[src/rtl/hazard_control.sv]
// Pipeline hazard unit: load-use stall, branch flush and multi-cycle mult/div hold,
// plus a saturating counter of PC-stall cycles.
module hazard_control #(
    parameter int unsigned MULT_CYCLES = 4,
    parameter int unsigned DIV_CYCLES  = 32
) (
    input  logic        clk,
    input  logic        rst_n,
    input  logic [4:0]  IF_ID_Rs,
    input  logic [4:0]  IF_ID_Rt,
    input  logic [4:0]  ID_EX_Rt,
    input  logic        ID_EX_MemRead,
    input  logic        EX_Branch_Taken,
    input  logic        EX_MD_Start,
    input  logic        EX_MD_Div,
    output logic        PC_Write,
    output logic        IF_ID_Write,
    output logic        IF_ID_Flush,
    output logic        ID_EX_Flush,
    output logic        EX_Hold,
    output logic        MD_Busy,
    output logic        MD_Done,
    output logic [15:0] Stall_Count
);

    typedef enum logic {
        RUN,
        MD_BUSY
    } state_t;

    localparam logic [7:0] MULT_LOAD = 8'(MULT_CYCLES - 1);
    localparam logic [7:0] DIV_LOAD  = 8'(DIV_CYCLES - 1);

    state_t     state, state_next;
    logic [7:0] cnt, cnt_next;
    logic       load_use;

    assign load_use = ID_EX_MemRead && (ID_EX_Rt != 5'd0) &&
                      ((ID_EX_Rt == IF_ID_Rs) || (ID_EX_Rt == IF_ID_Rt));

    always_ff @(posedge clk or negedge rst_n) begin
        if (!rst_n) begin
            state <= RUN;
            cnt   <= '0;
        end else begin
            state <= state_next;
            cnt   <= cnt_next;
        end
    end

    // Outputs are gated by rst_n so they sit at their idle values during reset
    // whatever the other inputs do.
    always_comb begin
        PC_Write    = 1'b1;
        IF_ID_Write = 1'b1;
        IF_ID_Flush = 1'b0;
        ID_EX_Flush = 1'b0;
        EX_Hold     = 1'b0;
        MD_Done     = 1'b0;
        state_next  = state;
        cnt_next    = cnt;
        if (rst_n) begin
            unique case (state)
                RUN: begin
                    if (EX_Branch_Taken) begin
                        IF_ID_Flush = 1'b1;
                        ID_EX_Flush = 1'b1;
                    end else if (EX_MD_Start) begin
                        PC_Write    = 1'b0;
                        IF_ID_Write = 1'b0;
                        EX_Hold     = 1'b1;
                        state_next  = MD_BUSY;
                        cnt_next    = EX_MD_Div ? DIV_LOAD : MULT_LOAD;
                    end else if (load_use) begin
                        PC_Write    = 1'b0;
                        IF_ID_Write = 1'b0;
                        ID_EX_Flush = 1'b1;
                    end
                end
                MD_BUSY: begin
                    if (cnt != 8'd0) begin
                        PC_Write    = 1'b0;
                        IF_ID_Write = 1'b0;
                        EX_Hold     = 1'b1;
                        cnt_next    = cnt - 8'd1;
                    end else begin
                        // Result cycle: normal hazard rules apply, but a new start is ignored.
                        MD_Done    = 1'b1;
                        state_next = RUN;
                        if (EX_Branch_Taken) begin
                            IF_ID_Flush = 1'b1;
                            ID_EX_Flush = 1'b1;
                        end else if (load_use) begin
                            PC_Write    = 1'b0;
                            IF_ID_Write = 1'b0;
                            ID_EX_Flush = 1'b1;
                        end
                    end
                end
                default: begin
                    state_next = RUN;
                end
            endcase
        end
    end

    assign MD_Busy = (state == MD_BUSY);

    always_ff @(posedge clk or negedge rst_n) begin
        if (!rst_n) begin
            Stall_Count <= '0;
        end else if (!PC_Write && (Stall_Count != 16'hFFFF)) begin
            Stall_Count <= Stall_Count + 16'd1;
        end
    end

endmodule

[config.mk]
export PLATFORM = sky130hd
export DESIGN_NAME = hazard_control
export DESIGN_NICKNAME = d
export VERILOG_FILES = /design/src/rtl/hazard_control.sv
export SDC_FILE = /design/constraint.sdc
export NUM_CORES = 1
export LEC_CHECK = 0
export CELL_PAD_IN_SITES_DETAIL_PLACEMENT = 1
export CELL_PAD_IN_SITES_GLOBAL_PLACEMENT = 2
export CORE_MARGIN = 1
export CORE_UTILIZATION = 28
export CTS_CLUSTER_SIZE = 8
export DETAILED_ROUTE_END_ITERATION = 7
export GPL_ROUTABILITY_DRIVEN = 1
export PLACE_DENSITY = 0.76
export RECOVER_POWER = 50
export SYNTH_ARGS = -nofsm -noshare
export SYNTH_HDL_FRONTEND = slang
export SYNTH_SLANG_ARGS = --single-unit
[constraint.sdc]
create_clock -name clk -period 3.15 [get_ports clk]
set_input_delay 0.945 -clock clk [delete_from_list [all_inputs] [get_ports clk]]
set_output_delay 0.945 -clock clk [all_outputs]
set_load 0.01 [all_outputs]
; ---- Word level (Yosys, flattened, before mapping)
; Index checks and enable logic that the tools add are counted.
[classes]
n_addsub = 2
n_eq_ne = 6
n_mux = 31
bitwise = 1
n_reduce_logical = 8
[ops]
columns = cell, n
row1 = two-way mux 8 bit, 3
row2 = two-way mux 1 bit, 22
row3 = adder 16 x 1 -> 16 bit (second input constant), 1
row4 = != test 16 bit (second input constant), 1
row5 = case mux 8 bit (2 select lines), 1
row6 = equality test 5 bit, 2
row7 = case mux 1 bit (2 select lines), 4
row8 = nonzero test 8 bit, 1
row9 = subtractor 8 x 1 -> 8 bit (second input constant), 1
row10 = two-way mux 5 bit, 1
row11 = nonzero test 5 bit, 1
row12 = != test 2 bit (second input constant), 2
row13 = AND reduction 4 bit, 1
row14 = logical AND 1 bit, 3
row15 = != test 2 x 1 -> 1 bit (second input constant), 1
row16 = logical NOT 1 bit, 1
row17 = logical OR 1 bit, 1
row18 = NOT 1 bit, 1
[word_totals]
regBits = 25
inputBits = 21
output_inout_bits = 23
wordCells = 51

; ---- Longest topological paths before layout
; Gate-level depths: netlist of run 1.
[logic_depth]
depth_word = 10
mapped_depth = 8
mapped_depth_nobuf = 8

; ---- Least setup slack after synthesis of run 1
; OpenSTA, ideal clock, no wires.
[synth_timing]
path_kind = input port to output port
start = input port ID_EX_Rt[4]
end = output port PC_Write
arrival_time_ps = 2120
t_required_ps = 2205
path_slack_ps = 85
path_stages = 6
path_buffers = 1
path_cell_list = xnor2_1 nand3_1 o22a_1 o31ai_4 inv_1 buf_4
[synth_via]
elab_chain_cells = 8
word_cells_on_any_way = 13
classes_between = eq/ne (2) / mux (7) / reduce/logical (4)
[synth_lines]
columns = item, line_no
row1 = start: declaration, 11  ; input logic [4:0] ID_EX_Rt,
row2 = equality test 5 bit or nonzero test 5 bit (tied branches), "39, 38"
row3 = logical OR 1 bit or logical AND 1 bit (tied branches), "39, 38"
row4 = logical AND 1 bit *, 38  ; assign load_use = ID_EX_MemRead && (ID_EX_Rt != 5'd0) &&
row5 = two-way mux 1 bit *, n/a
row6 = "two-way mux 1 bit, on equally long branches (2 in series)", n/a
row7 = case mux 1 bit (2 select lines) *, n/a
row8 = two-way mux 1 bit *, n/a
row9 = end: declaration, 16  ; output logic PC_Write,
; Mark *: on every way between the ends. The rest lies on a longest branch, timed or not.

; ---- Worst setup path in the final report of run 1
[layout_timing]
start = input port ID_EX_Rt[4]
end = output port ID_EX_Flush
[layout_via]
elab_chain_cells = 8
word_cells_on_any_way = 13
classes_between = eq/ne (2) / mux (7) / reduce/logical (4)
[layout_lines]
columns = item, line_no
row1 = equality test 5 bit or nonzero test 5 bit (tied branches), "39, 38"
row2 = logical OR 1 bit or logical AND 1 bit (tied branches), "39, 38"
row3 = logical AND 1 bit *, 38
row4 = two-way mux 1 bit *, "74, 93"
row5 = "two-way mux 1 bit, on equally long branches", "90, 68"
row6 = "two-way mux 1 bit, on equally long branches", "81, 65"
row7 = case mux 1 bit (2 select lines) *, 63  ; unique case (state)
row8 = two-way mux 1 bit *, 62  ; if (rst_n) begin
row9 = end: declaration, 19  ; output logic ID_EX_Flush,
; Marked as above.

==> results.sh, run 1 <==
export IMPL_std_cell_rows=26
export IMPL_core_area_sq_um=5140
export IMPL_die_area_sq_um=5660
export IMPL_syn_area_sq_um=1500
export IMPL_start_util=0.292
export IMPL_ys_ff_latch=25
export IMPL_syn_to_final_growth_pct=51.8
export IMPL_gp_congestion=0.758
export IMPL_violations="negative setup slack"
export IMPL_drtIter0Drc=37
export IMPL_antenna_found_initial=0
export IMPL_leakagePower_nw=0.993
export IMPL_hpwl_um=3450
export IMPL_maxCapViolations=0
export IMPL_setup_ws_ps=-70.8
export IMPL_clk_pin_slew_ps=100
export IMPL_vias=1420
export IMPL_clockRootBuffer="clkbuf_8"
export IMPL_synth_cell_types=36
export IMPL_drt_total_wl_um=4440
export IMPL_fin_util=0.443
export IMPL_endpoint_kind="output port"
export IMPL_viasPerCell=4.83
export IMPL_grt_pass1_vias=1496
export IMPL_track_usage=0.172
export IMPL_fmax_mhz=310
export IMPL_cts_sink_count=25
export IMPL_finalSetupViolations=3
export IMPL_hp_class="register to register"
export IMPL_wl_per_cell_um=15.1
export IMPL_nNetsFinal=249
export IMPL_ant_nets=0
export IMPL_n_antenna_cell=0
export IMPL_io_pins=44
export IMPL_tightestPinTransition_ps=604
export IMPL_tns_ps=-127
export IMPL_grt_overflow_total=0
export IMPL_holdWs_ps=537
export IMPL_fin_skew_ps=10.3
export IMPL_crit_slowest_cell="or4_4"
export IMPL_crit_type="primary input to output port"
export IMPL_post_route_period_util=1.02
export IMPL_slew_headroom=0.597
export IMPL_io_buffer_count=43
export IMPL_avgSynthCellArea_sq_um=9.75
export IMPL_fp_dieW_um=75.2
export IMPL_top_layer_used="met4"
export IMPL_power_total_mw=1.16
export IMPL_dr_pass1_iters=4
export IMPL_syn_nets=178
export IMPL_drc=0
export IMPL_fillers=624
export IMPL_wl_met1_um=2050
export IMPL_rsz0062_at_grt="true"
export IMPL_fp_dieH_um=75.2
export IMPL_final_min_clock_period_ps=3220
export IMPL_numCtsBuffers=3
export IMPL_startpoint_type="primary input"
export IMPL_met3WireLength_um=120
export IMPL_crit_fanout=2
export IMPL_crit_chain="buf_8 > or4_4 > o21ai_4 > buf_6 > nor3b_2 > o211a_1 > buf_2"
export IMPL_cts_htree_levels=1
export IMPL_ir_drop_uv=206
export IMPL_outcome="finished, violations left"
export IMPL_cts_hold_buf=0
export IMPL_grt_max_degree=20
export IMPL_cp_slowest_stage_delay_ps=550
export IMPL_clk_latency_ps=270
export IMPL_syn_inst=154
export IMPL_yosys_warnings=0
export IMPL_worstPathArrival_ps=2280
export IMPL_powerDensity_nw_per_um2=508
export IMPL_clock_path_buffers=2
export IMPL_slew_violations=0
export IMPL_worstPathRequired_ps=2200
export IMPL_wl_met2_um=2250
export IMPL_post_place_ws_ps=-827
export IMPL_drive_gt1_frac=0.268
export IMPL_finalHoldViolCount=0
export IMPL_grt_first_pass_wirelength_um=7350
export IMPL_ys_seq_area_frac=0.417
export IMPL_cts_tree="yes"
[report_power, final]
part           leakage, nW  total [mW]  internal [mW]  switching [mW]
sequential           0.310       0.499          0.396           0.103
clock               0.0217       0.199         0.0897           0.109
combinational        0.661       0.460          0.242           0.218
total                0.993        1.16          0.728           0.430
[state kept, by name, indices dropped and copies added (netlist names)]
register,flops
MD_Busy,1
Stall_Count,16
cnt,8
[layout make-up]
type	instances	area [sq um]	share of cell area
clock buffer	3	41.3	0.0181
sequential	25	626	0.275
clock inverter	1	7.51	0.00329
tap	70	87.6	0.0384
timing repair buffer	69	572	0.251
multi-input combinational	117	911	0.400
inverter	9	33.8	0.0148
[cells in the final DEF, fill, tap and decap left out, types with 2 or more instances in the layout]
master and instances:
inv_1 9, nor3_1 6, buf_2 9, buf_6 3, xor2_1 5, and3_1 4, nand2_1 9, xnor2_2 4
clkdlybuf4s50_1 18, buf_8 2, nand3_2 2, clkbuf_1 3, nand3_1 11, clkbuf_2 3, nor2_1 14, buf_4 20
o22a_1 4, a41oi_1 3, ha_1 3, nor4_1 3, dlygate4sd2_1 3, o21ai_4 2, dlygate4sd3_1 4, a31oi_1 4
clkbuf_8 3, xnor2_1 17, dfrtp_1 25, nand4_1 4, clkdlybuf4s15_1 4, a21oi_1 2, o21a_1 2
[layer usage]
metal | GRT usage | up-vias
li1 | - | 687
met3 | 0.0241 | 2
met5 | 0 | -
met4 | 0.0370 | 0
met1 | 0.222 | 709
met2 | 0.305 | 22
[synth_stat cells, drive strengths merged]
cell	n	area [sq um]
dfrtp	25	626
buf	2	12.5
o22ai	1	6.26
a21oi	3	26.3
o211a	2	20.0
and3	4	25.0
nand2b	2	12.5
a31oi	4	25.0
a311oi	1	8.76
inv	9	33.8
nand3	13	65.1
xnor2	22	193
a41oi	3	26.3
nor2	15	56.3
nand2	9	33.8
nor4	4	31.3
or4	2	15.0
nor3	6	30.0
nor3b	1	7.51
mux2	1	15.0
o31ai	1	21.3
xor2	5	43.8
o21a	2	15.0
nand4	5	37.5
o22a	4	35.0
ha	3	37.5
nor4b	1	8.76
clkbuf	1	3.75
o21ai	3	30.0
[logic make-up after synthesis]
family | Yosys count | synth area share
and+or+nand+nor | 62 | 0.215
xor gates and xnor gates | 27 | 0.157
DFF | 25 | 0.417
AOI/OAI and AO/OA | 24 | 0.143
buffers and inverters | 12 | 0.0333
adders and majority gates | 3 | 0.0250
muxes | 1 | 0.0100
[per-stage QoR]
| step | std cells | cell area [sq um] |
|---|---|---|
| final | 294 | 2280 |
| after CTS | 291 | 2230 |
| after global routing | 294 | 2280 |
| after detailed placement | 281 | 2130 |
| after floorplan | 154 | 1500 |
| after global placement | 281 | 2130 |
[worst max-delay path: cells and delay by family]
kind | cells | cell delay, ps
AOI/OAI and AO/OA | 2 | 390
buffers and inverters | 3 | 350
and+or+nand+nor | 2 | 580
[timing repair]
item	4_1_cts	5_1_grt
endpoints found under the setup margin	6	3
setup buffers	6	3
pin swaps	19	14
resized for setup	70	15
[path summary, 6_finish.rpt]
path,slack [ps],to,startpoint,cells after the start
min,540,Stall_Count[8],Stall_Count[8],1
min reg2reg,540,Stall_Count[8],Stall_Count[8],1
max reg2reg,960,Stall_Count[1],Stall_Count[0],6
max in group asynchronous,1300,Stall_Count[0],rst_n,3
min in group asynchronous,1330,cnt[1],rst_n,3
max,-70,ID_EX_Flush,ID_EX_Rt[4],7
(Power assumes the default switching activity.)
==> inputs of run 2 (changes only) <==
--- a/config.mk
+++ b/config.mk
@@ -12,7 +12,8 @@
 export CTS_CLUSTER_SIZE = 8
 export DETAILED_ROUTE_END_ITERATION = 7
 export GPL_ROUTABILITY_DRIVEN = 1
-export PLACE_DENSITY = 0.76
+export MAX_ROUTING_LAYER = met4
+export PLACE_DENSITY = 0.82
 export RECOVER_POWER = 50
 export SYNTH_ARGS = -nofsm -noshare
 export SYNTH_HDL_FRONTEND = slang
==> run 2 against run 1 <==
The run still ends with negative setup slack left. Via count rose by 10%. Die area is the same. Critical path depth unchanged. Hold slack got worse by 27 ps. Clock power up 2%. Sequential power rose by 2%. Power is 9.7% higher. Critical endpoint unchanged.
==> results.sh, run 2 (synthesized netlist as in run 1, its figures left out) <==
export IMPL_fillers=616
export IMPL_endpoint_kind="output port"
export IMPL_layout_common_cells="buf_4 (47), dfrtp_1 (25), clkdlybuf4s50_1 (19)"
export IMPL_fin_util=0.507
export IMPL_core_area_sq_um=5140
export IMPL_start_util=0.292
export IMPL_clockRootBuffer="clkbuf_8"
export IMPL_hold_path_end="Stall_Count[9]"
export IMPL_tns_ps=-183
export IMPL_slew_violations=0
export IMPL_fin_skew_ps=7.70
export IMPL_die_area_sq_um=5660
export IMPL_worstPathArrival_ps=2280
export IMPL_powerDensity_nw_per_um2=487
export IMPL_drive_gt1_frac=0.394
export IMPL_ir_drop_uv=219
export IMPL_grt_max_degree=30
export IMPL_startpoint_type="primary input"
export IMPL_power_total_mw=1.27
export IMPL_io_buffer_count=43
export IMPL_n_antenna_cell=0
export IMPL_tightestPinTransition_ps=512
export IMPL_outcome="finished, violations left"
export IMPL_final_seq_area_sq_um=626
export IMPL_r2r_setup_slack_ps=810
export IMPL_track_usage=0.204
export IMPL_post_route_period_util=1.02
export IMPL_clk_pin_slew_ps=100
export IMPL_min_from="Stall_Count[9]"
export IMPL_hp_class="register to register"
export IMPL_drtIter0Drc=47
export IMPL_setup_ws_ps=-75.0
export IMPL_cts_htree_levels=1
export IMPL_timing_rr_start="Stall_Count[0]"
export IMPL_finalHoldViolCount=0
export IMPL_holdWs_ps=509
export IMPL_hold_depth=1
export IMPL_fp_dieW_um=75.2
export IMPL_final_min_clock_period_ps=3220
export IMPL_final_common_cell="buf_4"
export IMPL_dp_cells=283
export IMPL_top_register="Stall_Count"
export IMPL_clock_path_buffers=2
export IMPL_multi_input_area_sq_um=992
export IMPL_drc=0
export IMPL_dr_pass1_iters=4
export IMPL_leakagePower_nw=1.16
export IMPL_grt_pass1_vias=1663
export IMPL_syn_to_final_growth_pct=73.7
export IMPL_fp_dieH_um=75.2
export IMPL_fmax_mhz=310
export IMPL_viasPerCell=4.88
export IMPL_vias=1565
export IMPL_numCtsBuffers=3
export IMPL_gp_congestion=0.768
export IMPL_cts_tree="yes"
export IMPL_std_cell_rows=26
export IMPL_rsz0062_at_grt="true"
export IMPL_crit_type="primary input to output port"
export IMPL_wl_per_cell_um=17.6
export IMPL_violations="negative setup slack"
export IMPL_crit_fanout=3
export IMPL_antenna_found_initial=0
export IMPL_cts_sink_count=25
export IMPL_worstRegToRegCells=7
export IMPL_largest_reg_flops=16
export IMPL_grt_overflow_total=0
export IMPL_cts_hold_buf=0
export IMPL_grt_first_pass_wirelength_um=8210
export IMPL_clk_latency_ps=280
export IMPL_finalNonFillerCells=321
export IMPL_maxCapViolations=0
export IMPL_worstReg2RegEnd="Stall_Count[1]"
export IMPL_finalSetupViolations=6
export IMPL_worstPathRequired_ps=2200
export IMPL_ant_nets=0
export IMPL_hpwl_um=3230
export IMPL_slew_headroom=0.655
export IMPL_io_pins=44
export IMPL_nNetsFinal=276
export IMPL_drt_total_wl_um=5650
[run 2: cell count changes in the layout (fill, tap and decap cells not counted), moves of 2 or more]
| cell | before | now |
|---|---|---|
| nand2_1 | 9 | 7 |
| xnor2_2 | 4 | 8 |
| buf_2 | 9 | 3 |
| buf_4 | 20 | 47 |
| buf_6 | 3 | 9 |
| xnor2_1 | 17 | 12 |
| nand2_2 | 0 | 2 |
[run 2: worst max path at each step]
stage,to,startpoint
floorplan,PC_Write,ID_EX_Rt[4]
global placement,IF_ID_Write,ID_EX_Rt[0]
detailed placement,ID_EX_Flush,ID_EX_Rt[1]
CTS,ID_EX_Flush,ID_EX_Rt[2]
global route,ID_EX_Flush,ID_EX_Rt[2]
finish,ID_EX_Flush,ID_EX_Rt[2]
[run 2: what timing repair did]
item / 4_1_cts / 5_1_grt
endpoints found under the setup margin: 6 / 12
pin swaps: 18 / 21
gates cloned: 0 / 0
resized for setup: 58 / 55
setup buffers: 31 / 5
[run 2: final cells by class]
| cell class | count | area share |
|---|---|---|
| Clock inverter | 1 | 0.00288 |
| Multi-Input combinational cell | 117 | 0.381 |
| Timing Repair Buffer | 96 | 0.314 |
| Inverter | 9 | 0.0130 |
| Sequential cell | 25 | 0.240 |
| Tap cell | 70 | 0.0336 |
| Clock buffer | 3 | 0.0158 |
[run 2: layer usage]
metal / vias to the layer above / part of all wire / wire length (um) / global-route usage
met3: 8 / 0.028 / 157 / 0.0388
li1: 746 / - / - / -
met2: 29 / 0.52 / 2940 / 0.370
met5: - / 0 / 0 / -
met1: 782 / 0.43 / 2450 / 0.234
met4: 0 / 0.017 / 97 / 0.0453
[run 2: worst max-delay path: stages]
cell and delay (ps):
buf_8 110, or4_4 530, o21ai_2 160, buf_4 140, nor3b_2 40, o211a_1 210, buf_2 150
[run 2: stage by stage]
stage	worst slack [ps]	area, sq um
3_3_place_gp	-735	2150
2_1_floorplan	85.4	1500
3_5_place_dp	-783	2150
6_report	-75.0	2610
4_1_cts	-72.9	2420
5_1_grt	-117	2610
[run 2: power breakdown]
part           internal, mW  switching (mW)  leakage (nW)  total, mW
Clock                0.0899           0.113        0.0217      0.203
Sequential            0.396           0.111         0.310      0.507
Combinational         0.302           0.258         0.832      0.560
Total                 0.788           0.482          1.16       1.27
